$ cat src/rtl/textbox_scanner.sv
// Frame scanner: sweeps x/y into a textbox renderer, packs returned pixels
// MSB-first into bytes and streams them out over a valid/ready handshake.
module textbox_scanner #(
    parameter int COLS          = 8,
    parameter int CHAR_W        = 8,
    parameter int ROWS          = 16,
    parameter int PIXEL_LATENCY = 1,
    parameter int XW            = $clog2(COLS * CHAR_W),
    parameter int YW            = $clog2(ROWS)
) (
    input  logic          clk,
    input  logic          rst,
    input  logic          start,
    output logic [XW-1:0] x,
    output logic [YW-1:0] y,
    input  logic          pixel,
    output logic [7:0]    byte_data,
    output logic          byte_valid,
    input  logic          byte_ready,
    output logic          byte_last,
    output logic          busy,
    output logic          done
);

    localparam int XMAX = COLS * CHAR_W - 1;
    localparam int LAT  = PIXEL_LATENCY;
    localparam int WCW  = (LAT > 1) ? $clog2(LAT) : 1;

    typedef enum logic [2:0] {
        IDLE, ISSUE, WAIT, PRESENT, DONE
    } state_t;

    state_t         state, state_n;
    logic [2:0]     bit_cnt;
    logic [WCW-1:0] wait_cnt;
    logic           at_end;
    logic           at_xmax;
    logic           cap_en;

    assign at_xmax = (x == XW'(XMAX));
    assign at_end  = at_xmax && (y == YW'(ROWS - 1));

    always_ff @(posedge clk) begin
        if (rst) state <= IDLE;
        else     state <= state_n;
    end

    always_comb begin
        state_n = state;
        unique case (state)
            IDLE:    if (start) state_n = ISSUE;
            ISSUE:   if (bit_cnt == 3'd7)
                         state_n = (LAT == 0) ? PRESENT : WAIT;
            WAIT:    if (wait_cnt == WCW'(LAT - 1)) state_n = PRESENT;
            PRESENT: if (byte_ready) state_n = at_end ? DONE : ISSUE;
            DONE:    state_n = IDLE;
            default: state_n = IDLE;
        endcase
    end

    always_comb begin
        byte_valid = (state == PRESENT);
        byte_last  = (state == PRESENT) && at_end;
        busy       = (state == ISSUE) || (state == WAIT) || (state == PRESENT);
        done       = (state == DONE);
    end

    // x/y hold the last issued coordinate through WAIT and PRESENT
    always_ff @(posedge clk) begin
        if (rst) begin
            x        <= '0;
            y        <= '0;
            bit_cnt  <= '0;
            wait_cnt <= '0;
        end else begin
            unique case (state)
                IDLE: begin
                    x        <= '0;
                    y        <= '0;
                    bit_cnt  <= '0;
                    wait_cnt <= '0;
                end
                ISSUE: begin
                    bit_cnt <= bit_cnt + 3'd1;
                    if (bit_cnt != 3'd7) x <= x + XW'(1);
                end
                WAIT: wait_cnt <= wait_cnt + WCW'(1);
                PRESENT: begin
                    wait_cnt <= '0;
                    if (byte_ready) begin
                        if (at_end) begin
                            x <= '0;
                            y <= '0;
                        end else if (at_xmax) begin
                            x <= '0;
                            y <= y + YW'(1);
                        end else begin
                            x <= x + XW'(1);
                        end
                    end
                end
                DONE: begin
                    x <= '0;
                    y <= '0;
                end
                default: ;
            endcase
        end
    end

    // Issue strobes delayed to line up with the renderer's answer
    if (LAT == 0) begin : g_comb
        assign cap_en = (state == ISSUE);
    end else begin : g_pipe
        logic [LAT-1:0] pipe;
        always_ff @(posedge clk) begin
            if (rst) pipe <= '0;
            else     pipe <= (pipe << 1) | LAT'(state == ISSUE);
        end
        assign cap_en = pipe[LAT-1];
    end

    always_ff @(posedge clk) begin
        if (rst)         byte_data <= '0;
        else if (cap_en) byte_data <= {byte_data[6:0], pixel};
    end

endmodule
$ cat config.mk
export PLATFORM = sky130hd
export DESIGN_NAME = textbox_scanner
export DESIGN_NICKNAME = d
export VERILOG_FILES = /design/src/rtl/textbox_scanner.sv
export SDC_FILE = /design/constraint.sdc
export NUM_CORES = 1
export LEC_CHECK = 0
export ABC_AREA = 1
export CORE_MARGIN = 8
export CORE_UTILIZATION = 35
export DETAILED_ROUTE_END_ITERATION = 8
export SYNTH_ARGS = -nofsm -noshare
export SYNTH_HDL_FRONTEND = slang
export SYNTH_SLANG_ARGS = --single-unit
export TNS_END_PERCENT = 5
$ cat constraint.sdc
create_clock -name clk -period 2.2 [get_ports clk]
set_input_delay 0.22 -clock clk [delete_from_list [all_inputs] [get_ports clk]]
set_output_delay 0.22 -clock clk [all_outputs]
set_load 0.005 [all_outputs]
; Word-level counts from Yosys, hierarchy flattened
; Index checks and enable logic that the tools add are counted.
[totals]
wordCells = 56
regBits = 26
inputBits = 5
out_inout_bits = 22
[classes]
n_mux = 17
eq_ne = 14
addsub = 4
reduce_logical = 14
[ops]
columns = op, n
row1 = two-way mux 6 bit, 4
row2 = case mux 6 bit (3 select lines), 1
row3 = two-way mux 3 bit, 5
row4 = two-way mux 4 bit, 3
row5 = case mux 3 bit (4 select lines), 1
row6 = case mux 4 bit (2 select lines), 1
row7 = "adder 6 x 1 -> 6 bit, second input constant", 1
row8 = "equality test 3 x 2 -> 1 bit, second input constant", 2
row9 = "equality test 3 bit, second input constant", 2
row10 = "equality test 6 bit, second input constant", 1
row11 = "!= test 2 bit, second input constant", 3
row12 = case mux 3 bit (2 select lines), 1
row13 = AND reduction 3 bit, 2
row14 = nonzero test 2 bit, 3
row15 = "adder 4 x 1 -> 4 bit, second input constant", 1
row16 = "equality test 4 bit, second input constant", 1
row17 = "!= test 2 x 1 -> 1 bit, second input constant", 2
row18 = AND reduction 4 bit, 1
row19 = OR reduction 2 bit, 2
row20 = "adder 3 x 1 -> 3 bit, second input constant", 1
row21 = "equality test 3 x 1 -> 1 bit, second input constant", 1
row22 = zero test 3 bit, 1
row23 = "!= test 3 x 1 -> 1 bit, second input constant", 1
row24 = "!= test 3 bit, second input constant", 1
row25 = other kinds (5), 7

; Longest topological paths before layout
[logic_depth]
depth_word = 5
depth_mapped = 10
mapped_depth_nobuf = 10

; Worst setup path after synthesis
; OpenSTA, ideal clock, no wires.
[synth_path]
path_kind = flip-flop to flip-flop
start = register x[0]
end = register x[3]
period_less_slack_ns = 1.387
setup_time_ns = 0.114
arrival_time_ns = 1.273
required_time_ns = 2.086
path_slack_ns = 0.813
path_stages_with_launch = 11
path_buffers = 0
path_cell_list = dfxtp_1 ha_1 nand3_1 nor2_1 nand2_1 nand2_2 nand2_4 nand2_2 inv_1 nand2_1 a21oi_2
[synth_between]
elab_chain_len = 5
elab_cells_between_ends = 8
classes_between = 1 x add/sub / 1 x eq/ne / 5 x mux / 1 x reduce/logical
[synth_rtl]
columns = item, line_no
row1 = start: declaration, 14  ; output logic [XW-1:0] x,
row2 = start signal: assignment, 85  ; if (bit_cnt != 3'd7) x <= x + XW'(1);
row3 = start signal: assignment, 98  ; x <= x + XW'(1);
row4 = adder 6 x 1 -> 6 bit or equality test 6 bit (tied branches), "85, 98, 40"
row5 = two-way mux 6 bit or logical AND 1 bit (tied branches), "94, 41"
row6 = two-way mux 6 bit, 91  ; if (at_end) begin
row7 = two-way mux 6 bit, 90  ; if (byte_ready) begin
row8 = case mux 6 bit (3 select lines) *, 76  ; unique case (state)
; Mark *: on every way between the ends. The rest lies on a longest branch, timed or not. The select of a mux whose other input is x is not followed.
; A chain may end at the register's enable or synchronous reset.

; Final worst setup path
[layout_path]
start = register x[0]
end = output port byte_last
[layout_between]
elab_chain_len = 3
[layout_rtl]
columns = item, line_no
row1 = equality test 6 bit, 40  ; assign at_xmax = (x == XW'(XMAX));
row2 = logical AND 1 bit, 41  ; assign at_end = at_xmax && (y == YW'(ROWS - 1));
row3 = logical AND 1 bit, 63  ; byte_last = (state == PRESENT) && at_end;
row4 = end: declaration, 20  ; output logic byte_last,
; Every way passes these cells.

==> flow_summary_export.csv <==
group,metric,value,unit
run_status,status,"finished, final reports clean",
drt,via_count,1207,
critical_path,critPathLaunch,"x[0]",
floorplanning,initial_utilization,36.7,%
global_routing,first_global_vias,1227,
drt,drcViolationCount,0,
placed_design,port_buffers,26,
clock_tree,h-tree-depth,1,
critical_path,max_stage_delay,0.37,ns
placed_design,gp_congestion,0.807,
floorplanning,row_count,21,
layout,final_util,49.0,%
critical_path,worst-setup-path-type,"reg -> out",
floorplanning,fp.dieW,75.4,um
yosys,synth_ff_type,"dfxtp_1",
critical_path,cp-end-kind,"output port",
timing,rsz0062_at_grt,"false",
drt,final_antenna_net_count,0,
timing,drv_slew,0,
clock_tree,cts.sinks,26,
worst_hold_path,holdCritPathClass,"reg -> reg",
layout,syn_to_final_growth,33.4,%
yosys,synth_edf_count,0,
clock_tree,cts_tree,"yes",
critical_path,arrival,1.76,ns
layout,finalNonFillerCells,253,
critical_path,slowest_stage,"dfxtp_2",
yosys,synth_top_area_share,42.1,%
layout,antenna_cells,0,
global_routing,grt_pass1_wl,5170,um
yosys,synth_seq_cells,26,
yosys,synth_warnings,0,
drt,drt_first_pass_iters,4,
floorplanning,die_area,5690,um^2
yosys,synth.avg_cell_area,7.22,um^2
power_and_ir_drop,power_density,1010,nW/um^2
yosys,seq_area_frac_synth,42.1,%
global_routing,grt_overflow,0,
run,drv_cap,0,
yosys,synthTopCellsByArea,"dfxtp_1, nor2_1, nand2_1",
timing,period_needed,1.98,ns
drt,wire_per_inst,11.7,um
timing,skew,0.00171,ns
floorplanning,coreArea,3360,um^2
timing,finalSetupViolations,0,
clock_tree,clk_latency,0.32,ns
worst_hold_path,min_path_cells,1,
yosys,synth_nets,180,
drt,routed_via_density,4.77,
layout,drive_gt1_share,15.0,%
global_routing,globalRouteTotalUtil,11.5,%
yosys,synth_largest_area_cell,"dfxtp_1",
power_and_ir_drop,ir_drop,0.000368,V
power_and_ir_drop,p_total,0.00166,W
timing,worstMarginPinSlew,0.512,ns
placed_design,dp_hpwl,2150,um
clock_tree,clockBufferDepth,2,
critical_path,required,1.98,ns
timing,fin_crit_sh,89.8,%
drt,drt_wl_total,2950,um
critical_path,critPathMaxFanout,3,
timing,max_freq,0.506,GHz
layout,layout_common_cells,"nor2_1, nand2_1, clkdlybuf4s50_1, dfxtp_1, inv_1",
critical_path,reg2reg_from,"x[0]",
timing,slew_headroom,65.8,%
floorplanning,pin_count,27,
layout,layout_commonest_cell,"nor2_1",
yosys,ys_types,24,
critical_path,path_cells,"ha_2 -> nand3_2 -> nor2_2 -> nand4_1 -> nor3_1 -> dlygate4sd2_1",
drt,drtIter0Drc,75,
clock_tree,cts_root_buf,"clkbuf_4",
critical_path,reg2reg_depth,13,
yosys,async_reset_ff_share,0,%
global_routing,antenna_found_initial,0,
timing,finalHoldViolations,0,
power_and_ir_drop,p_leak,0.702,nW
yosys,synthCells,171,
placed_design,place_inst,243,
yosys,syn_area,1230,um^2
layout,nets,217,
clock_tree,numCtsBuffers,3,
timing,tns,0,ns
critical_path,cp-start-kind,"register",
global_routing,grt_max_degree,19,
worst_hold_path,hp-start,"wait_cnt",
floorplanning,die_y,75.4,um
clock_tree,clkTransAtPathRegs,0.14,ns
metal layers:
metal | up-vias | global-route usage, % | wire length [um] | part of all wire (%)
met5 | - | 0 | 0 | 0
met3 | 4 | 3.29 | 205 | 6.9
li1 | 624 | - | - | -
met1 | 553 | 12.7 | 1250 | 42
met2 | 26 | 19.9 | 1470 | 50
met4 | 0 | 4.69 | 28 | 0.95
registers in the layout, indices dropped and copies added, names as in the netlist:
name / count
state: 3
x: 6
y: 4
wait_cnt: 1
bit_cnt: 3
byte_data: 8
cap_en: 1
power breakdown:
| group | total (W) | internal, W | switching [W] |
|---|---|---|---|
| clock network | 0.000243 | 0.000101 | 0.000142 |
| logic | 0.000766 | 0.000334 | 0.000433 |
| registers | 0.000650 | 0.000569 | 0.0000813 |
layout make-up:
type                       count  area, um^2
multi-input combinational    123         636
tap                           46        57.6
inverter                      21        83.8
clock buffer                   4        36.3
fill                         364        1720
timing repair buffer          33         312
sequential                    26         523
final timing paths:
path	slack [ns]	endpoint
worst max-delay path	0.22	byte_last
worst min-delay path	0.44	wait_cnt
worst max register to register	0.44	x[3]
worst min register to register	0.44	wait_cnt
Yosys cell counts, types with 3 or more instances:
master,count
a21oi_1,8
dfxtp_1,26
ha_1,4
inv_1,20
nand2_1,28
nand2_2,3
nand2_4,3
nand3_1,7
nand4_1,3
nor2_1,41
o21ai_0,12
repair_timing:
item,CTS,global route
setup endpoints to repair,1,0
buffers inserted,6,0
resized for setup,6,0
hold buffers,0,0
worst max-delay path, delay by kind of cell, from the launching register on:
family	cells	cell delay, ns
flops	1	0.37
fa+ha+maj	1	0.20
simple gates	4	0.62
buf+inv	1	0.25
through the flow:
| stage | hold slack, ns | setup slack (ns) | cell area [um^2] |
|---|---|---|---|
| 4_1_cts | 0.440 | 0.235 | 1650 |
| 5_1_grt | 0.474 | 0.0383 | 1650 |
| 3_3_place_gp | 0.412 | 0.261 | 1560 |
| 3_5_place_dp | 0.420 | 0.195 | 1560 |
| 2_1_floorplan | 0.289 | 0.813 | 1230 |
| 6_report | 0.438 | 0.224 | 1650 |
cells by family after synthesis:
family | count (synthesis) | share of synthesized area, %
AOI/OAI and AO/OA | 28 | 13.4
adders and majority gates | 4 | 4.05
buffers and inverters | 22 | 7.19
DFF | 26 | 42.1
and+or+nand+nor | 91 | 33.2
Note: power is estimated with default switching activity, not from simulation.
